===== config.mk =====
export PLATFORM = sky130hd
export DESIGN_NAME = pprm_stage_2_pipe
export DESIGN_NICKNAME = d
export VERILOG_FILES = /design/src/rtl/pprm_pkg.sv /design/src/rtl/gf16_inv.sv /design/src/rtl/pprm_stage_2_pipe.sv
export SDC_FILE = /design/constraint.sdc
export NUM_CORES = 1
export LEC_CHECK = 0
export ABC_AREA = 0
export CAP_MARGIN = 20
export CORE_ASPECT_RATIO = 1.1
export CORE_MARGIN = 4
export CORE_UTILIZATION = 53
export DETAILED_ROUTE_END_ITERATION = 6
export GPL_TIMING_DRIVEN = 0
export PLACE_DENSITY = 0.84
export SKIP_LAST_GASP = 1
export SLEW_MARGIN = 5
export SYNTH_ARGS = -nofsm -noshare
export SYNTH_HDL_FRONTEND = slang
export SYNTH_HIERARCHICAL = 1
export SYNTH_SLANG_ARGS = --single-unit

===== constraint.sdc =====
create_clock -name clk -period 3.9 [get_ports clk]
set_clock_uncertainty 0.15 [all_clocks]
set_input_delay 0.39 -clock clk [delete_from_list [all_inputs] [get_ports clk]]
set_output_delay 0.39 -clock clk [all_outputs]
set_load 0.03 [all_outputs]

===== src/rtl/pprm_pkg.sv =====
// Shared types for the 3-stage PPRM GF(2^4) inverter pipeline.
package pprm_pkg;

  localparam int unsigned GF16_W = 4;
  localparam logic [4:0] GF16_MOD = 5'b10011;

  typedef logic [GF16_W-1:0] gf16_t;

  typedef struct packed {
    gf16_t a;
    gf16_t b;
  } pprm_ab_t;

  // Payload held in the stage-2 pipeline and skid registers
  typedef struct packed {
    pprm_ab_t ab;
    gf16_t    c;
    gf16_t    d;
  } pprm_s2_t;

  typedef enum logic [1:0] {
    OCC_EMPTY = 2'd0,
    OCC_ONE   = 2'd1,
    OCC_FULL  = 2'd2
  } occ_e;

endpackage


===== src/rtl/gf16_inv.sv =====
// Combinational GF(2^4) inverse (modulus x^4+x+1, inv(0)=0) in XOR-of-AND form.
module gf16_inv (
  input  logic [3:0] c_i,
  output logic [3:0] d_o
);

  logic c0, c1, c2, c3;

  assign {c3, c2, c1, c0} = c_i;

  assign d_o[0] = c0 ^ c1 ^ c2 ^ c3 ^ (c0 & c2) ^ (c1 & c2)
                ^ (c0 & c1 & c2) ^ (c1 & c2 & c3);
  assign d_o[1] = c3 ^ (c0 & c1) ^ (c0 & c2) ^ (c1 & c2) ^ (c1 & c3)
                ^ (c0 & c1 & c3);
  assign d_o[2] = c2 ^ c3 ^ (c0 & c1) ^ (c0 & c2) ^ (c0 & c3)
                ^ (c0 & c2 & c3);
  assign d_o[3] = c1 ^ c2 ^ c3 ^ (c0 & c3) ^ (c1 & c3) ^ (c2 & c3)
                ^ (c1 & c2 & c3);

endmodule


===== src/rtl/pprm_stage_2_pipe.sv =====
// Stage 2 of the PPRM inverter: D = inv(C), forwarded with A/B through a
// valid/ready output register plus optional skid entry.
module pprm_stage_2_pipe
  import pprm_pkg::*;
#(
  parameter bit SKID   = 1'b1,
  parameter bit PASS_C = 1'b0
) (
  input  logic       clk,
  input  logic       rst,
  input  logic       in_valid,
  output logic       in_ready,
  input  logic [3:0] in_a,
  input  logic [3:0] in_b,
  input  logic [3:0] in_c,
  output logic       out_valid,
  input  logic       out_ready,
  output logic [3:0] out_a,
  output logic [3:0] out_b,
  output logic [3:0] out_d,
  output logic [3:0] out_c,
  output logic [1:0] occupancy
);

  gf16_t    in_d;
  pprm_s2_t in_beat;
  pprm_s2_t main_q, main_d;
  pprm_s2_t skid_q, skid_d;
  occ_e     occ_q, occ_d;
  logic     in_xfer;
  logic     out_xfer;

  gf16_inv u_inv (
    .c_i (in_c),
    .d_o (in_d)
  );

  assign in_beat = pprm_s2_t'({in_a, in_b, in_c, in_d});

  assign out_valid = (occ_q != OCC_EMPTY);
  // With a skid entry, ready depends only on registered occupancy
  assign in_ready  = !rst && (SKID ? (occ_q != OCC_FULL) : (!out_valid || out_ready));
  assign in_xfer   = in_valid && in_ready;
  assign out_xfer  = out_valid && out_ready;

  // Occupancy transitions; ONE with input only is unreachable without a skid entry
  always_comb begin
    occ_d  = occ_q;
    main_d = main_q;
    skid_d = skid_q;
    case (occ_q)
      OCC_EMPTY: begin
        if (in_xfer) begin
          main_d = in_beat;
          occ_d  = OCC_ONE;
        end
      end
      OCC_ONE: begin
        if (in_xfer && out_xfer) begin
          main_d = in_beat;
        end else if (in_xfer) begin
          skid_d = in_beat;
          occ_d  = OCC_FULL;
        end else if (out_xfer) begin
          occ_d  = OCC_EMPTY;
        end
      end
      OCC_FULL: begin
        if (out_xfer) begin
          main_d = skid_q;
          occ_d  = OCC_ONE;
        end
      end
      default: occ_d = OCC_EMPTY;
    endcase
  end

  always_ff @(posedge clk) begin
    if (rst) begin
      occ_q  <= OCC_EMPTY;
      main_q <= '0;
      skid_q <= '0;
    end else begin
      occ_q  <= occ_d;
      main_q <= main_d;
      skid_q <= skid_d;
    end
  end

  assign out_a     = main_q.ab.a;
  assign out_b     = main_q.ab.b;
  assign out_d     = main_q.d;
  assign out_c     = PASS_C ? main_q.c : 4'h0;
  assign occupancy = 2'(occ_q);

endmodule


# Word level (Yosys, flattened, before mapping)
# Cells that the tools add are included.
# word_totals
word_cells	71
regBits	30
out_inout_bits	20
# classes
bitwise	34
n_eq_ne	8
reduce_logical	11
n_mux	10
# op_table
op	n
$mux 16	3
$pmux 16 s3	1
$xor 1x1->1	23
$and 1x1->1	10
$mux 2	5
$ne 2x2->1 const B	5
$reduce_and 4->1	2
$pmux 2 s3	1
$logic_and 1x1->1	4
$ne 3x3->1 const B	1
$reduce_and 3->1	1
$reduce_bool 3->1	1
$eq 2x1->1 const B	1
$eq 2x2->1 const B	1
$logic_not 2->1	1
$reduce_bool 2->1	1
$logic_not 1->1	1
$not 1->1	1

# Logic depth before layout (Yosys ltp)
# depth
word_depth	9
mapped_depth	7
depth_no_buf	7

# Modules after synthesis
# Netlist, hierarchy kept.
# by_module_without_submodules
module	cells_per_inst	seq_area_each_um2	area_per_inst_um2	instances
pprm_stage_2_pipe	136	520.5	1313.8	1
gf16_inv	22	0.0	192.7	1

# Least setup slack after synthesis
# OpenSTA, ideal clock, no wires.
# synth_timing
path_kind	reg-to-output
startpoint	register occ_q[0], in the netlist occupancy[0]
endpoint	output in_ready
path_stages_with_launch	5
arrival_time_ns	1.568
path_slack_ns	1.792
t_required_ns	3.360
path_buffers	2
cell_sequence	dfxtp_1 -> nand2b_1 -> buf_2 -> buf_4 -> nor2b_1
# synth_via
elab_chain_cells	2
# synth_rtl
element	line	source
start: declaration	pprm_stage_2_pipe.sv:29	occ_e occ_q, occ_d;
start signal: assignment	pprm_stage_2_pipe.sv:80	occ_q <= OCC_EMPTY;
start signal: assignment	pprm_stage_2_pipe.sv:84	occ_q <= occ_d;
$ne 2x2->1	pprm_stage_2_pipe.sv:42	assign in_ready = !rst && (SKID ? (occ_q != OCC_FULL) : (!out_valid || out_ready));
$logic_and 1x1->1	pprm_stage_2_pipe.sv:42	
end: declaration	pprm_stage_2_pipe.sv:12	output logic in_ready,
# Every way passes these cells.

# Final worst setup path
# Ends and elaborated chain as after synthesis.

==> summary by stage <==
Critical path
The class of the most critical setup path is reg2out. At the worst endpoint, the arrival time is approximately 2.2 ns. The largest driver fanout on the critical path is 10. Traced cell by cell, the critical path runs through nand2b_1, buf_2, buf_4, nor2b_1, clkdlybuf4s50_1.

In this design, the stage delay of the slowest critical-path cell is between 0.6 and 0.7 ns. The endpoint identified for the worst register-to-register timing path is skid_q[2]. Among all stages on the critical path, the largest delay is contributed by clkdlybuf4s50_1. The element type at the critical path end is an output port. The required time at the endpoint of the critical path is around 3.4 ns. The worst setup path is launched from a flop. The internal reg-to-reg setup slack is between 2 and 2.5 ns. The worst reg-to-reg path cell count is 5.

The startpoint of the worst register-to-register path is occupancy[1].

GRT
The met1 layer usage reported by global route is between 20% and 30%. The via count of the first global-routing pass is about 1,300. Global routing used between 30% and 40% of the available met2 tracks. Global routing finished with a remaining overflow of 0. The number of antenna violations at the first check in global routing is 0. The first global-routing pass estimated a little under 6 mm of wire.

The largest net degree at the start of global routing is 15. The global router's overall resource usage is between 10% and 20%. The met3 usage is under 10%.

In this run the most used layer during global routing was met2.

Synthesis
Summed over its instances, the top area cell type makes up 34.6% of the synthesized netlist area. Dividing the synthesized area by the synthesized cell count gives 9.53 sq um. The sequential-to-total area share from yosys stat is about a third. The cell count after synthesis is 158. The biggest area contributor in the post-synthesis netlist is dfxtp_1.

The number of synthesized register bits is 26. In this run the cell area of the synthesized design comes to 0.00151 sq mm. In the post-synthesis netlist, the biggest area contributors are dfxtp_1 35%, mux2i_1 8.6%, a211oi_2 8.3%. The number of different library cells in the post-synthesis netlist is 32. The count of yosys warnings during synthesis is 6.

Power
The analysis attributes to cell leakage a power of around 0.00077 uW. The power per unit of standard cell area is between 300 and 400 mW/mm^2. IR analysis of the VDD net gives a maximum drop of roughly 210 uV.

Timing
Setup repair after global routing left no endpoint under its margin. The final-report max-slew violation count was 0. The count of endpoints failing setup in the final report is 0. The final setup TNS is 0 ns. The highest clock rate is 372 MHz.

The worst-case headroom to the max-slew limit is 60.2%. For the pin with the worst max-slew slack, the measured transition is ~0.6 ns. Counting I/O delays and the setup requirement, the final critical path takes ~2.7 ns. The worst path uses 68.9% of the clock period. The final hold violation count was 0.

Route
The number of remaining DRC errors is 0. The total routed wirelength is 3.48 mm. The count of antenna-violating nets left after detailed routing is 0. The starting DRC count in detailed routing is 36. Across all layers, the routed design uses roughly 1,300 vias. After detailed routing, the number of vias per cell comes to between 5 and 6. The final routed wire length divided by cell count is 15.2 um. The detailed-router iteration count before antenna repair is 4.

Floorplan
The row count is 20. In this run the count of I/O pins placed on the die edge is 36. The area of the die is 0.00376 sq mm. The die height is about 64 um. The area of the placeable core is 0.00275 sq mm. The floorplan step set the die width to 58.8 um. For this configuration, the core starts out at a cell density of 54.7%.

Layout
In the layout the commonest cells are 31 x clkdlybuf4s50_1, 26 x dfxtp_1, 13 x o21ai_0, 13 x a21oi_1, 13 x mux2i_1. In the final design database the tool counted between 200 and 250 nets. The post-route netlist has between 15 and 20% of its cells at a drive strength greater than 1.

The area growth from synthesis to layout is 26.5%. The most common cell after layout, fill and taps aside is clkdlybuf4s50_1. The repair_antennas step left the layout with diodes totalling 0. Cells fill 69.2% of the core in the end.

Placement
Detailed placement finished with a half-perimeter wire length of about 2.7 mm. The global placer's final weighted congestion is a little under 0.8. During placement, the flow inserted port buffers numbering 31.

Worst hold path
The tightest min-delay check is of the reg2reg type. The startpoint identified for the worst hold timing path is skid_q[10]. The cell depth of the worst min-delay path is 2. The hold-critical path endpoint is skid_q[10].

Outcome
The run finished with clean final reports.

Clock tree
The clock latency reported for the late side of the worst-skew pair is roughly 0.32 ns. The number of buffers on the longest clock path is 2. The number of hold buffers added after CTS was 0. The TritonCTS clock tree is done.

The TritonCTS buffer count is 3. The tree is rooted in a clkbuf_4. The total number of H-tree levels is 1.

Once the clock tree was built, the setup fixing pass inserted 0 buffers. Counting every sink on the clock net gives 26. The count of instances resized after the clock tree is built is 0.

The clock slew at the register clock pins of the worst setup and hold paths is 0.14 ns.

Job
Across the run, the number of max-cap violations was 0.
## cells by family after synthesis
logic type / after synthesis / synth area share (%)
compound gates: 40 / 19.2
xor+xnor: 12 / 7.89
fa+ha+maj: 4 / 3.32
buf+inv: 18 / 7.06
flops: 26 / 34.6
mux: 13 / 8.64
other cells: 1 / 0.249
simple gates: 44 / 19.1
## critical path: cells and delay by family (launching register included)
family / cells / cell delay (ns)
simple gates: 2 / 0.28
flops: 1 / 0.47
buf+inv: 3 / 1.06
## where the power goes
part | total, uW | internal, uW | switching (uW) | leakage [uW]
Clock | 137 | 57.1 | 79.6 | 0.0000210
Combinational | 210 | 95.5 | 115 | 0.000536
Sequential | 290 | 281 | 8.69 | 0.000213
Total | 637 | 434 | 203 | 0.000769
## per-stage QoR
step	power [uW]	hold WS, ns	instances	worst slack [ns]	instance area (sq um)
final	637	0.342	229	1.21	1910
after global routing	668	0.361	229	1.05	1910
after CTS	639	0.340	229	1.20	1910
after detailed placement	505	0.322	225	1.25	1870
after global placement	498	0.310	225	1.36	1870
after floorplan	434	0.303	161	1.79	1520
## registers in the layout, indices dropped and copies added (netlist names)
name / count
out_d: 4
occupancy: 2
out_a: 4
skid_q: 12
out_b: 4
## worst max-delay path by stage
stage                             from  endpoint
after global routing      occupancy[0]  in_ready
final                     occupancy[0]  in_ready
after floorplan           occupancy[0]  in_ready
after CTS                 occupancy[0]  in_ready
after global placement         in_c[0]  out_d[1]
after detailed placement       in_c[0]  out_d[1]
## synthesized netlist by cell type
master and number:
nor2_1 3, a21oi_1 13, nor4bb_4 1, dfxtp_1 26, buf_4 6, xnor2_1 7, mux2i_1 13, or3_4 1
a211oi_1 2, or2b_1 1, xor2_1 4, clkbuf_2 1, nand2_1 5, conb_1 1, o21ba_2 1, nand2b_1 1
o21ai_0 13, buf_2 6, a211oi_2 10, and3b_1 1, nor2b_1 2, a2bb2oi_1 1, xnor3_1 1, clkbuf_1 4
or3b_2 2, nor3b_2 1, ha_1 4, buf_6 1, nand3_1 12, nor4_1 12, nor4b_2 1, or2_2 1
## routing by layer
layer  up-vias  routed length (um)  part of all wire [%]
met1       634                1430                    41
met4         0                  72                   2.1
met5         -                   0                     0
met2        33                1870                    54
met3         7                 114                   3.3
li1        651                   -                     -
## cell type report
class,instances,area (sq um)
clock buffers,4,36.3
well taps,33,41.3
plain buffers,18,106
multi-input cells,117,891
flip-flops and latches,26,520
repair buffers,31,310
fillers,238,847
Power figures use the tool's default switching activity.
